==> config.mk <==
export PLATFORM = sky130hd
export DESIGN_NAME = junction_phase_scheduler
export DESIGN_NICKNAME = d
export VERILOG_FILES = /design/src/rtl/traffic_pkg.sv /design/src/rtl/tick_gen.sv /design/src/rtl/junction_phase_scheduler.sv
export SDC_FILE = /design/constraint.sdc
export NUM_CORES = 1
export LEC_CHECK = 0
export CORE_ASPECT_RATIO = 0.7
export CORE_UTILIZATION = 35
export DETAILED_ROUTE_END_ITERATION = 10
export PLACE_DENSITY = 0.59
export RECOVER_POWER = 100
export SLEW_MARGIN = 25
export SYNTH_ARGS = -nofsm -noshare
export SYNTH_HDL_FRONTEND = slang
export SYNTH_SLANG_ARGS = --single-unit
export TNS_END_PERCENT = 30
==> constraint.sdc <==
create_clock -name clk -period 2.9 [get_ports clk]
set_input_delay 0.435 -clock clk [delete_from_list [all_inputs] [get_ports clk]]
set_output_delay 0.435 -clock clk [all_outputs]
set_load 0.01 [all_outputs]
==> src/rtl/traffic_pkg.sv <==
// Shared types and helpers for the junction phase controllers.
package traffic_pkg;

    localparam int unsigned NPHASE = 3;

    typedef logic [1:0] phase_t;

    typedef enum logic [1:0] {
        SS_ALL_RED,
        SS_GREEN,
        SS_AMBER
    } sched_state_t;

    function automatic logic [NPHASE-1:0] onehot3(input phase_t p);
        logic [NPHASE-1:0] oh;
        case (p)
            2'd0:    oh = 3'b001;
            2'd1:    oh = 3'b010;
            2'd2:    oh = 3'b100;
            default: oh = 3'b000;
        endcase
        return oh;
    endfunction

    // Round-robin pick: first demanding phase after cur, wrapping back to cur itself.
    function automatic phase_t next_rr(input phase_t cur, input logic [NPHASE-1:0] dem);
        phase_t c1;
        phase_t c2;
        phase_t pick;
        c1 = (cur == 2'd2) ? 2'd0 : cur + 2'd1;
        c2 = (c1 == 2'd2) ? 2'd0 : c1 + 2'd1;
        if (|(dem & onehot3(c1)))      pick = c1;
        else if (|(dem & onehot3(c2))) pick = c2;
        else                           pick = cur;
        return pick;
    endfunction

endpackage

==> src/rtl/tick_gen.sv <==
// Free-running prescaler producing a one-cycle tick every CLK_PER_TICK clocks.
module tick_gen #(
    parameter int unsigned CLK_PER_TICK = 1
) (
    input  logic clk,
    input  logic rst,
    output logic tick
);

    localparam int unsigned CW = (CLK_PER_TICK > 1) ? $clog2(CLK_PER_TICK) : 1;

    logic [CW-1:0] cnt;

    always_ff @(posedge clk) begin
        if (rst) begin
            cnt <= '0;
        end else if (cnt == CW'(CLK_PER_TICK - 1)) begin
            cnt <= '0;
        end else begin
            cnt <= cnt + CW'(1);
        end
    end

    // Decoded from the counter register so CLK_PER_TICK=1 ticks every cycle.
    assign tick = (cnt == CW'(CLK_PER_TICK - 1));

endmodule

==> src/rtl/junction_phase_scheduler.sv <==
// Demand-actuated round-robin green scheduler for a 3-phase junction with
// min/max green, gap extension, amber and all-red clearance.
module junction_phase_scheduler
    import traffic_pkg::*;
#(
    parameter int unsigned CLK_PER_TICK = 1,
    parameter int unsigned TW           = 8,
    parameter int unsigned MIN_GREEN    = 4,
    parameter int unsigned MAX_GREEN    = 10,
    parameter int unsigned EXT          = 2,
    parameter int unsigned AMBER        = 2,
    parameter int unsigned ALL_RED      = 1
) (
    input  logic              clk,
    input  logic              rst,
    input  logic [NPHASE-1:0] req,
    output logic [NPHASE-1:0] green,
    output logic [NPHASE-1:0] amber,
    output logic              all_red,
    output phase_t            cur_phase,
    output logic [NPHASE-1:0] demand
);

    logic              tick;
    sched_state_t      state;
    logic [TW-1:0]     timer;
    logic [TW-1:0]     e;
    logic [TW-1:0]     g;

    logic [TW-1:0]     e_nx;
    logic [TW-1:0]     g_nx;
    logic              other;
    logic              green_exit;
    logic              red_ready;
    logic              amber_done;
    logic [NPHASE-1:0] req_eff;
    logic [NPHASE-1:0] demand_nx;
    phase_t            pick;

    tick_gen #(.CLK_PER_TICK(CLK_PER_TICK)) u_tick_gen (
        .clk  (clk),
        .rst  (rst),
        .tick (tick)
    );

    // Next-tick green timers and exit/expiry decisions.
    always_comb begin
        e_nx       = (e >= TW'(MAX_GREEN)) ? e : e + TW'(1);
        g_nx       = (|(req & onehot3(cur_phase))) ? TW'(EXT)
                   : ((g != '0) ? g - TW'(1) : '0);
        other      = |(demand & ~onehot3(cur_phase));
        green_exit = tick && other &&
                     ((e_nx >= TW'(MAX_GREEN)) ||
                      ((e_nx >= TW'(MIN_GREEN)) && (g_nx == '0)));
        red_ready  = (timer == '0) || (tick && (timer == TW'(1)));
        amber_done = tick && (timer <= TW'(1));
        pick       = next_rr(cur_phase, demand);
        // The served phase cannot re-request itself except on a max-out exit.
        req_eff    = req;
        if (state == SS_GREEN && !green_exit) begin
            req_eff = req & ~onehot3(cur_phase);
        end
        demand_nx  = demand | req_eff;
    end

    always_ff @(posedge clk) begin
        if (rst) begin
            state     <= SS_ALL_RED;
            timer     <= TW'(ALL_RED);
            e         <= '0;
            g         <= '0;
            green     <= '0;
            amber     <= '0;
            all_red   <= 1'b1;
            cur_phase <= 2'd2;
            demand    <= '0;
        end else begin
            demand <= demand_nx;
            case (state)
                SS_ALL_RED: begin
                    if (red_ready && (demand != '0)) begin
                        state     <= SS_GREEN;
                        cur_phase <= pick;
                        demand    <= demand_nx & ~onehot3(pick);
                        e         <= '0;
                        g         <= '0;
                        green     <= onehot3(pick);
                        all_red   <= 1'b0;
                    end else if (tick && (timer != '0)) begin
                        timer <= timer - TW'(1);
                    end
                end
                SS_GREEN: begin
                    if (tick) begin
                        e <= e_nx;
                        g <= g_nx;
                    end
                    if (green_exit) begin
                        state <= SS_AMBER;
                        timer <= TW'(AMBER);
                        green <= '0;
                        amber <= onehot3(cur_phase);
                    end
                end
                SS_AMBER: begin
                    if (amber_done) begin
                        state   <= SS_ALL_RED;
                        timer   <= TW'(ALL_RED);
                        amber   <= '0;
                        all_red <= 1'b1;
                    end else if (tick) begin
                        timer <= timer - TW'(1);
                    end
                end
                default: begin
                    state   <= SS_ALL_RED;
                    timer   <= TW'(ALL_RED);
                    green   <= '0;
                    amber   <= '0;
                    all_red <= 1'b1;
                end
            endcase
        end
    end

endmodule

== Word-level counts from Yosys, hierarchy flattened ==
Cells that the tools add are included.

* Bits in registers: 39
* Output and inout port bits: 12

* Add/sub/neg operators: 6
* $lt $le $gt $ge: 4
* Equal/unequal tests: 18
* Multiplexer cells: 42
* Bitwise operators: 14
* Reductions and logical operators: 34

{| class="wikitable"
|+ Operators with widths
! kind !! number
|-
| $mux 8 || 11
|-
| $pmux 3 s3 || 6
|-
| $mux 3 || 11
|-
| $pmux 8 s2 || 2
|-
| $pmux 8 s3 || 1
|-
| $and 3x3->3 || 6
|-
| $ge 8x4->1 const B || 2
|-
| $logic_not 8->1 || 2
|-
| $reduce_bool 8->1 || 2
|-
| $sub 8x1->8 const B || 2
|-
| $reduce_and 3->1 || 5
|-
| $mux 2 || 7
|-
| $ne 2x2->1 const B || 6
|-
| $reduce_or 3->1 || 4
|-
| $eq 2x1->1 const B || 5
|-
| $eq 2x2->1 const B || 5
|-
| $logic_not 2->1 || 5
|-
| $not 3->3 || 3
|-
| $add 8x1->8 const B || 1
|-
| $eq 8x1->1 const B || 1
|-
| $ge 8x3->1 const B || 1
|-
| $le 8x1->1 const B || 1
|-
| $logic_and 1x1->1 || 8
|-
| $pmux 2 s3 || 1
|-
| 14 further kinds || 20
|}

== Longest topological paths before layout ==
Gate-level depths: netlist of run 1.

* Depth in word-level cells: 20
* Mapped depth: 9

== Cells and area by module ==
A second synthesis of run 1 with hierarchy kept.

* Cell total of the unflattened synthesis: 278
* Area, all modules: 2288.4 um^2

{| class="wikitable"
|+ By module, submodules not included
! module !! instances !! cells each !! area an instance (um^2) !! sequential area each (um^2)
|-
| junction_phase_scheduler || 1 || 275 || 2260.9 || 760.7
|-
| tick_gen || 1 || 3 || 27.5 || 20.0
|}

== Worst setup path before layout of run 1 ==
No wires, ideal clock.

* Path type: reg-to-reg
* From: register g[0]
* To: register amber[1]
* Setup time: 0.067 ns
* Arrival time: 2.314 ns
* Data required time: 2.833 ns
* Slack: 0.518 ns
* Cell stages (with the launch flop): 10
* Buffers on the path: 0
* Period minus slack after synthesis: 2.382 ns
* Path through: dfxtp_1 inv_1 ha_1 nor3b_1 xnor2_1 o2111ai_1 a221o_1 a21o_1 mux2_4 a21oi_2

* Cells in the longest elaborated chain, start to end: 9
* Elaborated cells between the ends (all ways): 10

{| class="wikitable"
|+ RTL lines
! what !! line !! source
|-
| from (decl) || junction_phase_scheduler.sv:28 || <nowiki>logic [TW-1:0] g;</nowiki>
|-
| from (signal assigned) || junction_phase_scheduler.sv:96 || <nowiki>g <= g_nx;</nowiki>
|-
| $sub 8x1->8 or $reduce_bool 8->1 (tied branches) || junction_phase_scheduler.sv:50 || <nowiki>: ((g != '0) ? g - TW'(1) : '0);</nowiki>
|-
| $mux 8 (*) || junction_phase_scheduler.sv:50 ||
|-
| $mux 8 (*) || junction_phase_scheduler.sv:49 || <nowiki>g_nx = (|(req & onehot3(cur_phase))) ? TW'(EXT)</nowiki>
|-
| $logic_not 8->1 (*) || junction_phase_scheduler.sv:54 || <nowiki>((e_nx >= TW'(MIN_GREEN)) && (g_nx == '0)));</nowiki>
|-
| $logic_and 1x1->1 (*) || junction_phase_scheduler.sv:54 ||
|-
| $logic_or 1x1->1 (*) || junction_phase_scheduler.sv:53 || <nowiki>((e_nx >= TW'(MAX_GREEN)) ||</nowiki>
|-
| $logic_and 1x1->1 (*) || junction_phase_scheduler.sv:52 || <nowiki>green_exit = tick && other &&</nowiki>
|-
| $ne 2x2->1 (no line) (*) || n/a ||
|-
| $reduce_and 3->1 (no line) (*) || n/a ||
|-
| to (signal assigned) || junction_phase_scheduler.sv:102 || <nowiki>amber <= onehot3(cur_phase);</nowiki>
|-
| to (decl) || junction_phase_scheduler.sv:18 || <nowiki>output logic [NPHASE-1:0] amber,</nowiki>
|}

Mark *: on every way between the ends. The rest lies on a longest branch, timed or not.
A chain may end at the register's enable or synchronous reset.

== Worst setup path after layout of run 1 ==
Same ends and word-level chain as after synthesis.

==> impl_results.md, run 1 <==
* Status: finished, final reports clean
* Vias in the first global route at 1928
* Post-synth ARST share at 0%
* RSZ-0062 raised after global routing: false
* Mean routed wirelength per cell at 14.5 um
* Critical path type: reg -> reg
* Reg2Reg Capture Point: amber[1]
* Placement Rows at 24
* Post-DP HPWL at 4.04 mm
* Initial antenna violation count at 0
* Number of synthesized flops with an enable pin at 0
* Global-route wire length before repair at 9.34 mm
* Final core area utilization at 42.0%
* GP Congestion at 0.818
* H-tree depth at 2
* Critical Path Source Type: register
* CTS Buf Count at 5
* Die Height at 69.5 um
* Max Clock Skew at 0.00655 ns
* Die area at 6850 sq um
* R2r setup slk at 0.21 ns
* Crit Reg-Reg Startpoint: g[0]
* Peak supply drop at 0.436 mV
* Most common cell after layout, fill and taps aside: dfxtp_1
* Number of hold buffers added after cts at 0
* Ports at 17
* Routed vias at 2158
* Worst min path class: reg -> reg
* Endpoint type of the worst setup path: register
* Reg2Reg Depth at 8
* Post-CTS Setup Bufs at 0
* DRT iter0 DRCs at 111
* Post-detailed-routing wire length at 5.60 mm
* Slew @ Worst Pin at 0.614 ns
* Pwr dens at 839 nW/um^2
* Area Overhead vs Synth at 15.0%
* Starting Density at 36.5%
* Final hold violations at 0
* Root buf cell: clkbuf_8
* Hold worst-path end: green[0]
* Largest net degree at the start of global routing at 39
* GRT overflow at 0
* Layout Nets at 319
* Drt pass-1 iters at 4
* I/O Buffers at 16
* Net Count, Synth at 303
* Mapped Cells at 292
* Antenna cells at 0
* Finished Cell Area at 2620 sq um
* Most frequent cells in the layout: dfxtp_1 (39), nor2_1 (33), a21oi_1 (30), o21ai_0 (22), nand2_1 (19)
* CP Max Fanout at 7
* Power after layout at 2200 uW
* Cts repair resizes at 0
* Final worst path period need at 2.69 ns
* Total core area at 6250 sq um
* Avg Cell Area, Syn at 7.81 sq um
* Die span in x at 98.5 um
* Post-synthesis register bit count at 39
* TNS Setup at 0 ns
* Final Cycle Share at 92.8%
* Antenna Nets Post-Route at 0
* Max-slew violations at 0
* Placed cell areas at 2530 sq um
* Total Routing Usage GR at 17.1%
* Distinct cells, synth at 55
* Vias per cell at 5.58
* YS warnings at 0
* FMAX at 372 MHz
* Top_reg_cell synth: dfxtp_1
* Hold path start: green[0]
* Drt drc at 0
* Post-Syn Area at 2280 sq um
* Critical path data arrival time at 2.92 ns
* LEAKAGE at 0.000907 uW
* Worst hold stages at 2
* Slew HR at 58.7%
* Clock Latency Late Sink at 0.30 ns
* Maximum buffer depth of the clock tree at 2
* Number of max-cap violations at 0
* Share of layout cells above drive strength 1 at 6.15%
* Clk sinks at 39
* Clk slew on worst S/H paths at 0.08 ns
* CP Data Required Time at 3.13 ns
* CTS tree: built
* Seq/Total Area, Yosys at 34.2%
* Setup violators final at 0
-- registers in the layout, summed over array words and instances, names as in the netlist --
register,flops
green,3
g,8
demand,3
u_tick_gen.cnt,1
amber,3
cur_phase,2
state,2
e,8
all_red,1
timer,8
-- final cells by class --
class / count / area [sq um]
fillers: 641 / 3620
multi-input cells: 225 / 1390
flip-flops and latches: 39 / 781
repair buffers: 23 / 198
clock buffers: 8 / 100
well taps: 78 / 97.6
inverters: 14 / 52.6
-- critical path, cell delays in order (launching register included) --
cell and delay (ns):
dfxtp_1 0.42, inv_1 0.14, ha_1 0.30, o41ai_1 0.43
o2111ai_1 0.18, a221o_1 0.44, a21o_1 0.25, mux2_1 0.33
a21oi_2 0.12
-- logic make-up (layout without fill, tap and decap cells) --
family | after synthesis | after routing | share of synthesized area (%)
other | 1 | 1 | 0.164
muxes | 6 | 6 | 2.91
AOI/OAI and AO/OA | 95 | 95 | 26.6
xor gates and xnor gates | 2 | 2 | 0.769
DFF | 39 | 39 | 34.2
buffers and inverters | 28 | 45 | 4.77
adders and majority gates | 6 | 6 | 3.29
and+or+nand+nor | 115 | 115 | 27.3
-- per-stage QoR --
step,setup WS (ns),instances,hold WS (ns)
after CTS,0.154,387,0.469
after detailed placement,0.177,379,0.460
after global routing,0.0431,387,0.495
final,0.210,387,0.464
after floorplan,0.518,292,0.457
after global placement,0.275,379,0.457
-- cells in the mapped netlist (2+ instances only) --
library cell,count,area [sq um]
or3_1,3,18.8
o2111ai_1,4,35.0
nor2_1,33,124
o31ai_1,2,15.0
nor2b_1,5,31.3
nor3_1,13,65.1
nor4_1,3,18.8
inv_1,13,48.8
nand3_1,8,40.0
nor3b_1,2,15.0
o21ai_1,3,15.0
a21oi_2,2,17.5
nor3_2,3,30.0
mux2i_1,4,40.0
nand3b_1,7,52.6
a21oi_1,30,150
a31oi_1,3,18.8
dfxtp_1,39,781
and2_1,7,43.8
nand4b_1,3,26.3
o21a_1,4,30.0
a21o_1,2,15.0
clkbuf_1,11,41.3
o31a_1,2,17.5
buf_2,3,15.0
o41ai_1,5,43.8
a211oi_1,3,22.5
a22oi_1,4,30.0
ha_1,6,75.1
xnor2_1,2,17.5
o21ai_0,21,105
nand2_1,19,71.3
-- layer usage --
| layer | track usage (%) | vias to the layer above | wire length, um |
|---|---|---|---|
| met4 | 5.80 | 0 | 106 |
| met5 | 0 | - | 0 |
| met3 | 3.93 | 11 | 214 |
| met2 | 24.3 | 41 | 2270 |
| li1 | - | 1106 | - |
| met1 | 25.1 | 1000 | 3000 |
-- power by group --
group          internal [uW]  switching (uW)
registers                630             131
logic                    410             617
clock network            217             196
total                   1260             943
-- worst max-delay path by stage --
stage | from | to | slack (ns)
global route | g[0] | timer[2] | 0.04
detailed placement | g[0] | green[2] | 0.18
global placement | g[0] | green[0] | 0.27
floorplan | g[0] | amber[1] | 0.52
CTS | g[0] | green[2] | 0.15
finish | g[0] | amber[1] | 0.21
Note: power is estimated with default switching activity, not from simulation.
==> run 2, diff against run 1 <==
--- a/config.mk
+++ b/config.mk
@@ -8,7 +8,9 @@
 export CORE_ASPECT_RATIO = 0.7
 export CORE_UTILIZATION = 35
 export DETAILED_ROUTE_END_ITERATION = 10
-export PLACE_DENSITY = 0.59
+export DONT_BUFFER_PORTS = 1
+export GPL_TIMING_DRIVEN = 0
+export PLACE_DENSITY = 0.58
 export RECOVER_POWER = 100
 export SLEW_MARGIN = 25
 export SYNTH_ARGS = -nofsm -noshare
==> constraint.sdc (replaced) <==
create_clock -name clk -period 2.3 [get_ports clk]
set_input_delay 0.345 -clock clk [delete_from_list [all_inputs] [get_ports clk]]
set_output_delay 0.345 -clock clk [all_outputs]
set_load 0.01 [all_outputs]
==> impl_results.md, run 2 (same netlist as run 1, synthesis figures left out) <==
* Antenna Nets Post-Route at 0 (unchanged)
* Status: finished, violations left
* Clk sinks at 39 (unchanged)
* Final non-filler cell total at 385 (-0.52%)
* Final Cycle Share at 100% (+7.4 points)
* Max Clock Skew at 0.00645 ns (-0.0000942 ns)
* RSZ-0062 raised after global routing: true
* Initial antenna violation count at 0 (unchanged)
* Endpoint type of the worst setup path: register
* CP Data Required Time at 2.54 ns (-0.59 ns)
* I/O Buffers at 0 (-16)
* Failing checks: negative setup slack
* Setup violators final at 1 (+1)
* Post-placement worst setup slack at -0.474 ns (-0.652 ns)
* Final worst path period need at 2.30 ns (-0.385 ns)
* Number of max-cap violations at 0 (unchanged)
* Total Routing Usage GR at 18.7% (+1.6 points)
* DRT iter0 DRCs at 164 (+48%)
* Most common cell after layout, fill and taps aside: dfxtp_1
* Antenna cells at 0 (unchanged)
* GRT overflow at 0 (unchanged)
* Die span in x at 98.5 um (unchanged)
* Final hold violations at 0 (unchanged)
* Starting Density at 36.5% (unchanged)
* Slew @ Worst Pin at 0.702 ns (+0.0881 ns)
* Final worst-path setup slack at -0.00439 ns (-0.215 ns)
* Total core area at 6250 sq um (unchanged)
* Ports at 17 (unchanged)
* Largest net degree at the start of global routing at 14 (-64%)
* LEAKAGE at 0.000934 uW (+3.0%)
* Slew HR at 53.1% (-5.5 points)
* Critical path data arrival time at 2.54 ns (-0.38 ns)
* Die area at 6850 sq um (unchanged)
* Layout Nets at 317 (-0.63%)
* Post-detailed-routing wire length at 6.15 mm (+9.9%)
* CTS tree: built
* Global-route wire length before repair at 10.0 mm (+7.2%)
* Maximum buffer depth of the clock tree at 2 (unchanged)
* FMAX at 434 MHz (+17%)
* H-tree depth at 2 (unchanged)
* Drt pass-1 iters at 4 (unchanged)
* CTS Buf Count at 5 (unchanged)
* Max-slew violations at 0 (unchanged)
* CP Max Fanout at 5 (-2)
* Pwr dens at 1110 nW/um^2 (+32%)
* Placement Rows at 24 (unchanged)
* Area Overhead vs Synth at 21.5%
* Vias in the first global route at 1979 (+2.6%)
* Vias per cell at 5.68 (+1.8%)
* Post-DP HPWL at 4.21 mm (+4.1%)
* Root buf cell: clkbuf_8
* Routed vias at 2185 (+1.3%)
* Peak supply drop at 0.667 mV (+53%)
* Clk slew on worst S/H paths at 0.08 ns (about the same)
* Cells after DPL at 370 (-2.4%)
* GP Congestion at 0.823 (+0.64%)
* Critical path type: reg -> reg
* Die Height at 69.5 um (unchanged)
* Largest registers: e x8, g x8, timer x8
* Clock Latency Late Sink at 0.30 ns (about the same)
* Share of layout cells above drive strength 1 at 17.9% (+12 points)
* Most frequent cells in the layout: dfxtp_1 (36), nor2_1 (31), a21oi_1 (30), nand2_1 (19), o21ai_0 (15)
* Drt drc at 0 (unchanged)
* Critical Path Source Type: register
* Mean routed wirelength per cell at 16.0 um (+10%)
* Worst min path class: in -> reg
==> run 2: cell count changes in the layout (fill, tap and decap cells not counted), sizes merged <==
cell	before	now
buf	3	13
bufinv	0	2
clkbuf	12	13
clkdlybuf4s50	5	0
clkinv	1	0
clkinvlp	0	2
dlygate4sd3	11	0
==> run 2: worst max-delay path, stage by stage (launching register included) <==
cell,delay [ns]
dfxtp_4,0.37
inv_4,0.06
ha_4,0.16
nor3b_4,0.24
xnor2_1,0.16
o2111ai_2,0.13
a221o_2,0.45
a21o_1,0.25
mux2_4,0.31
a21oi_2,0.10
==> run 2: layout make-up <==
cell class	count	area, sq um
Tap cell	78	97.6
Multi-Input combinational cell	225	1560
Inverter	14	61.3
Clock buffer	5	68.8
Fill cell	656	3480
Buffer	12	56.3
Timing Repair Buffer	9	71.3
Sequential cell	39	790
Clock inverter	3	67.6
==> run 2: repair_timing <==
item	4_1_cts	5_1_grt
buffers inserted	8	1
gates resized for setup	24	28
setup endpoints to repair	28	27
pin swaps	8	10
hold buffers	0	0
==> run 2: power breakdown <==
| group | internal [uW] | total [uW] | switching, uW |
|---|---|---|---|
| Combinational | 535 | 1410 | 877 |
| Sequential | 795 | 956 | 161 |
| Clock | 433 | 696 | 263 |
==> run 2: final timing paths <==
path / end / cells past startpoint / slack, ns / from
worst max-delay path: amber[1] / 9 / -0.004 / g[0]
worst min-delay path: demand[2] / 2 / 0.23 / req[2]
worst max register to register: amber[1] / 9 / -0.004 / g[0]
worst min register to register: green[1] / 2 / 0.51 / green[1]
==> run 2: stage by stage <==
step	total power, uW	hold slack, ns	setup TNS (ns)	utilization (%)	area [sq um]
3_5_place_dp	2150	0.480	-8.02	38.1	2380
5_1_grt	3280	0.237	-0.330	44.3	2770
2_1_floorplan	1860	0.457	0	-	2280
3_3_place_gp	2140	0.486	-7.40	38.1	2380
4_1_cts	2940	0.216	-0.0159	42.8	2680
6_report	3060	0.226	-0.00439	44.3	2770
==> run 2: metal layers <==
layer	GRT usage (%)	vias up	routed length, um
met1	27.3	1030	3180
li1	-	1097	-
met4	4.98	0	50
met3	3.83	6	244
met5	0	-	0
met2	28.0	52	2670
==> run 3, diff against run 2 <==
--- a/config.mk
+++ b/config.mk
@@ -5,15 +5,15 @@
 export SDC_FILE = /design/constraint.sdc
 export NUM_CORES = 1
 export LEC_CHECK = 0
+export CAP_MARGIN = 20
 export CORE_ASPECT_RATIO = 0.7
 export CORE_UTILIZATION = 35
 export DETAILED_ROUTE_END_ITERATION = 10
 export DONT_BUFFER_PORTS = 1
 export GPL_TIMING_DRIVEN = 0
-export PLACE_DENSITY = 0.58
+export PLACE_DENSITY_LB_ADDON = 0.15
 export RECOVER_POWER = 100
 export SLEW_MARGIN = 25
 export SYNTH_ARGS = -nofsm -noshare
 export SYNTH_HDL_FRONTEND = slang
 export SYNTH_SLANG_ARGS = --single-unit
-export TNS_END_PERCENT = 30
==> impl_results.md, run 3 (same netlist as run 1, synthesis figures left out) <==
* Vias in the first global route at 2086 (+5.4%)
* Multi-input logic area at 1590 sq um (+2.3%)
* Clk slew on worst S/H paths at 0.08 ns (about the same)
* CTS Buf Count at 5 (unchanged)
* Post-placement worst setup slack at -0.466 ns (+0.00831 ns)
* Slew @ Worst Pin at 0.684 ns (-0.0177 ns)
* Final Cycle Share at 102% (+1.6 points)
* Final worst path period need at 2.34 ns (+0.0376 ns)
* Number of hold buffers added after cts at 0 (unchanged)
* Initial antenna violation count at 0 (unchanged)
* Largest registers: e x8, g x8, timer x8
* Max-slew violations at 0 (unchanged)
* Critical path type: reg -> reg
* Share of layout cells above drive strength 1 at 22.8% (+4.9 points)
* Critical path data arrival time at 2.57 ns (+0.03 ns)
* Clk sinks at 39 (unchanged)
* DRT iter0 DRCs at 124 (-24%)
* Die span in x at 98.5 um (unchanged)
* Largest net degree at the start of global routing at 13 (-1)
* Vias per cell at 5.72 (+0.76%)
* H-tree depth at 2 (unchanged)
* Pwr dens at 1120 nW/um^2 (+0.87%)
* Routed vias at 2253 (+3.1%)
* Starting Density at 36.5% (unchanged)
* Crit-path cells: buf_4 -> o21a_1 -> o41ai_2 -> o2111ai_1 -> a221o_2 -> a21o_1 -> mux2_4 -> a21oi_2
* Number of max-cap violations at 0 (unchanged)
* Layout Nets at 326 (+2.8%)
* Global-route wire length before repair at 10.7 mm (+6.9%)
* FMAX at 427 MHz (-1.6%)
* Most frequent cells in the layout: dfxtp_1 (36), nor2_1 (31), a21oi_1 (28), nand2_1 (18), buf_4 (16)
* Maximum buffer depth of the clock tree at 2 (unchanged)
* CP Data Required Time at 2.53 ns (about the same)
* RSZ-0062 raised after global routing: true
* GP Congestion at 0.820 (-0.35%)
* Antenna cells at 0 (unchanged)
* Mean routed wirelength per cell at 16.6 um (+3.9%)
* Post-detailed-routing wire length at 6.54 mm (+6.3%)
* Critical Path Source Type: register
* Antenna Nets Post-Route at 0 (unchanged)
* Register area at 790 sq um (unchanged)
* Failing checks: negative setup slack
* TNS Setup at -0.0419 ns (-0.0376 ns)
* Final worst-path setup slack at -0.0419 ns (-0.0376 ns)
* Placement Rows at 24 (unchanged)
* Final hold violations at 0 (unchanged)
* Die area at 6850 sq um (unchanged)
* Placed cell areas at 2380 sq um (unchanged)
* Die Height at 69.5 um (unchanged)
* Slew HR at 54.3% (+1.2 points)
* Most common cell after layout, fill and taps aside: dfxtp_1
* Final non-filler cell total at 394 (+2.3%)
* Max Clock Skew at 0.00787 ns (+0.00141 ns)
* Cells after DPL at 370 (unchanged)
* Area Overhead vs Synth at 25.5%
* Ports at 17 (unchanged)
* Crit-path slowest cell: a221o_2
* Worst min path class: in -> reg
* Drt pass-1 iters at 4 (unchanged)
* Endpoint type of the worst setup path: register
* Peak supply drop at 0.453 mV (-32%)
* Setup violators final at 1 (unchanged)
* Worst path max stage delay at 0.47 ns (+0.02 ns)
* Finished Cell Area at 2860 sq um (+3.3%)
* Drt drc at 0 (unchanged)
* Status: finished, violations left
* CTS tree: built
* Total core area at 6250 sq um (unchanged)
* Root buf cell: clkbuf_8
* Post-DP HPWL at 4.34 mm (+3.1%)
* I/O Buffers at 0 (unchanged)
* GRT overflow at 0 (unchanged)
* Total Routing Usage GR at 19.7% (+0.96 points)
* Fillers at 656 (unchanged)
* LEAKAGE at 0.000993 uW (+6.3%)
* Power after layout at 3190 uW (+4.2%)
* Clock Latency Late Sink at 0.29 ns (about the same)
* CP Max Fanout at 5 (unchanged)
-- run 3: power breakdown --
part	total, uW	leakage, uW	switching, uW	internal, uW
registers	962	0.000319	167	795
logic	1540	0.000609	947	593
clock network	690	0.0000654	256	434
-- run 3: final timing paths --
check,start,end,slack (ns),cells past startpoint
setup reg to reg,g[1],amber[1],-0.04,8
hold reg to reg,g[1],g[1],0.50,2
setup / recovery,g[1],amber[1],-0.04,8
hold / removal,req[2],demand[2],0.23,2
-- run 3: per-stage QoR --
stage	hold WS (ns)	utilization (%)
final	0.226	45.8
after global routing	0.227	45.8
after CTS	0.221	43.3
after detailed placement	0.484	38.1
after global placement	0.488	38.1
after floorplan	0.457	-
-- run 3: timing repair --
item,CTS,global route
resized for setup,28,35
setup endpoints to repair,31,26
endpoints found under the hold margin,0,0
buffers inserted,12,6
gates cloned,0,0
pin swaps,8,12
-- run 3: cell type report --
type	count	area share, %
Clock buffer	6	2.54
Buffer	12	1.84
Inverter	14	2.14
Timing Repair Buffer	18	4.72
Multi-Input combinational cell	225	55.6
Tap cell	78	3.41
Sequential cell	39	27.6
Clock inverter	2	2.10
-- run 3: worst max-delay path: cells and delay by family (launching register included) --
| kind | cells | cell delay (ns) |
|---|---|---|
| AO/OA/AOI/OAI | 6 | 1.47 |
| flip-flops | 1 | 0.36 |
| multiplexers | 1 | 0.31 |
| buffers and inverters | 1 | 0.14 |
-- run 3: per-layer routing --
| layer | GRT usage (%) | part of all wire (%) |
|---|---|---|
| met5 | 0 | 0 |
| met3 | 3.73 | 3.3 |
| met2 | 28.6 | 45 |
| met4 | 5.14 | 1.1 |
| met1 | 29.6 | 51 |
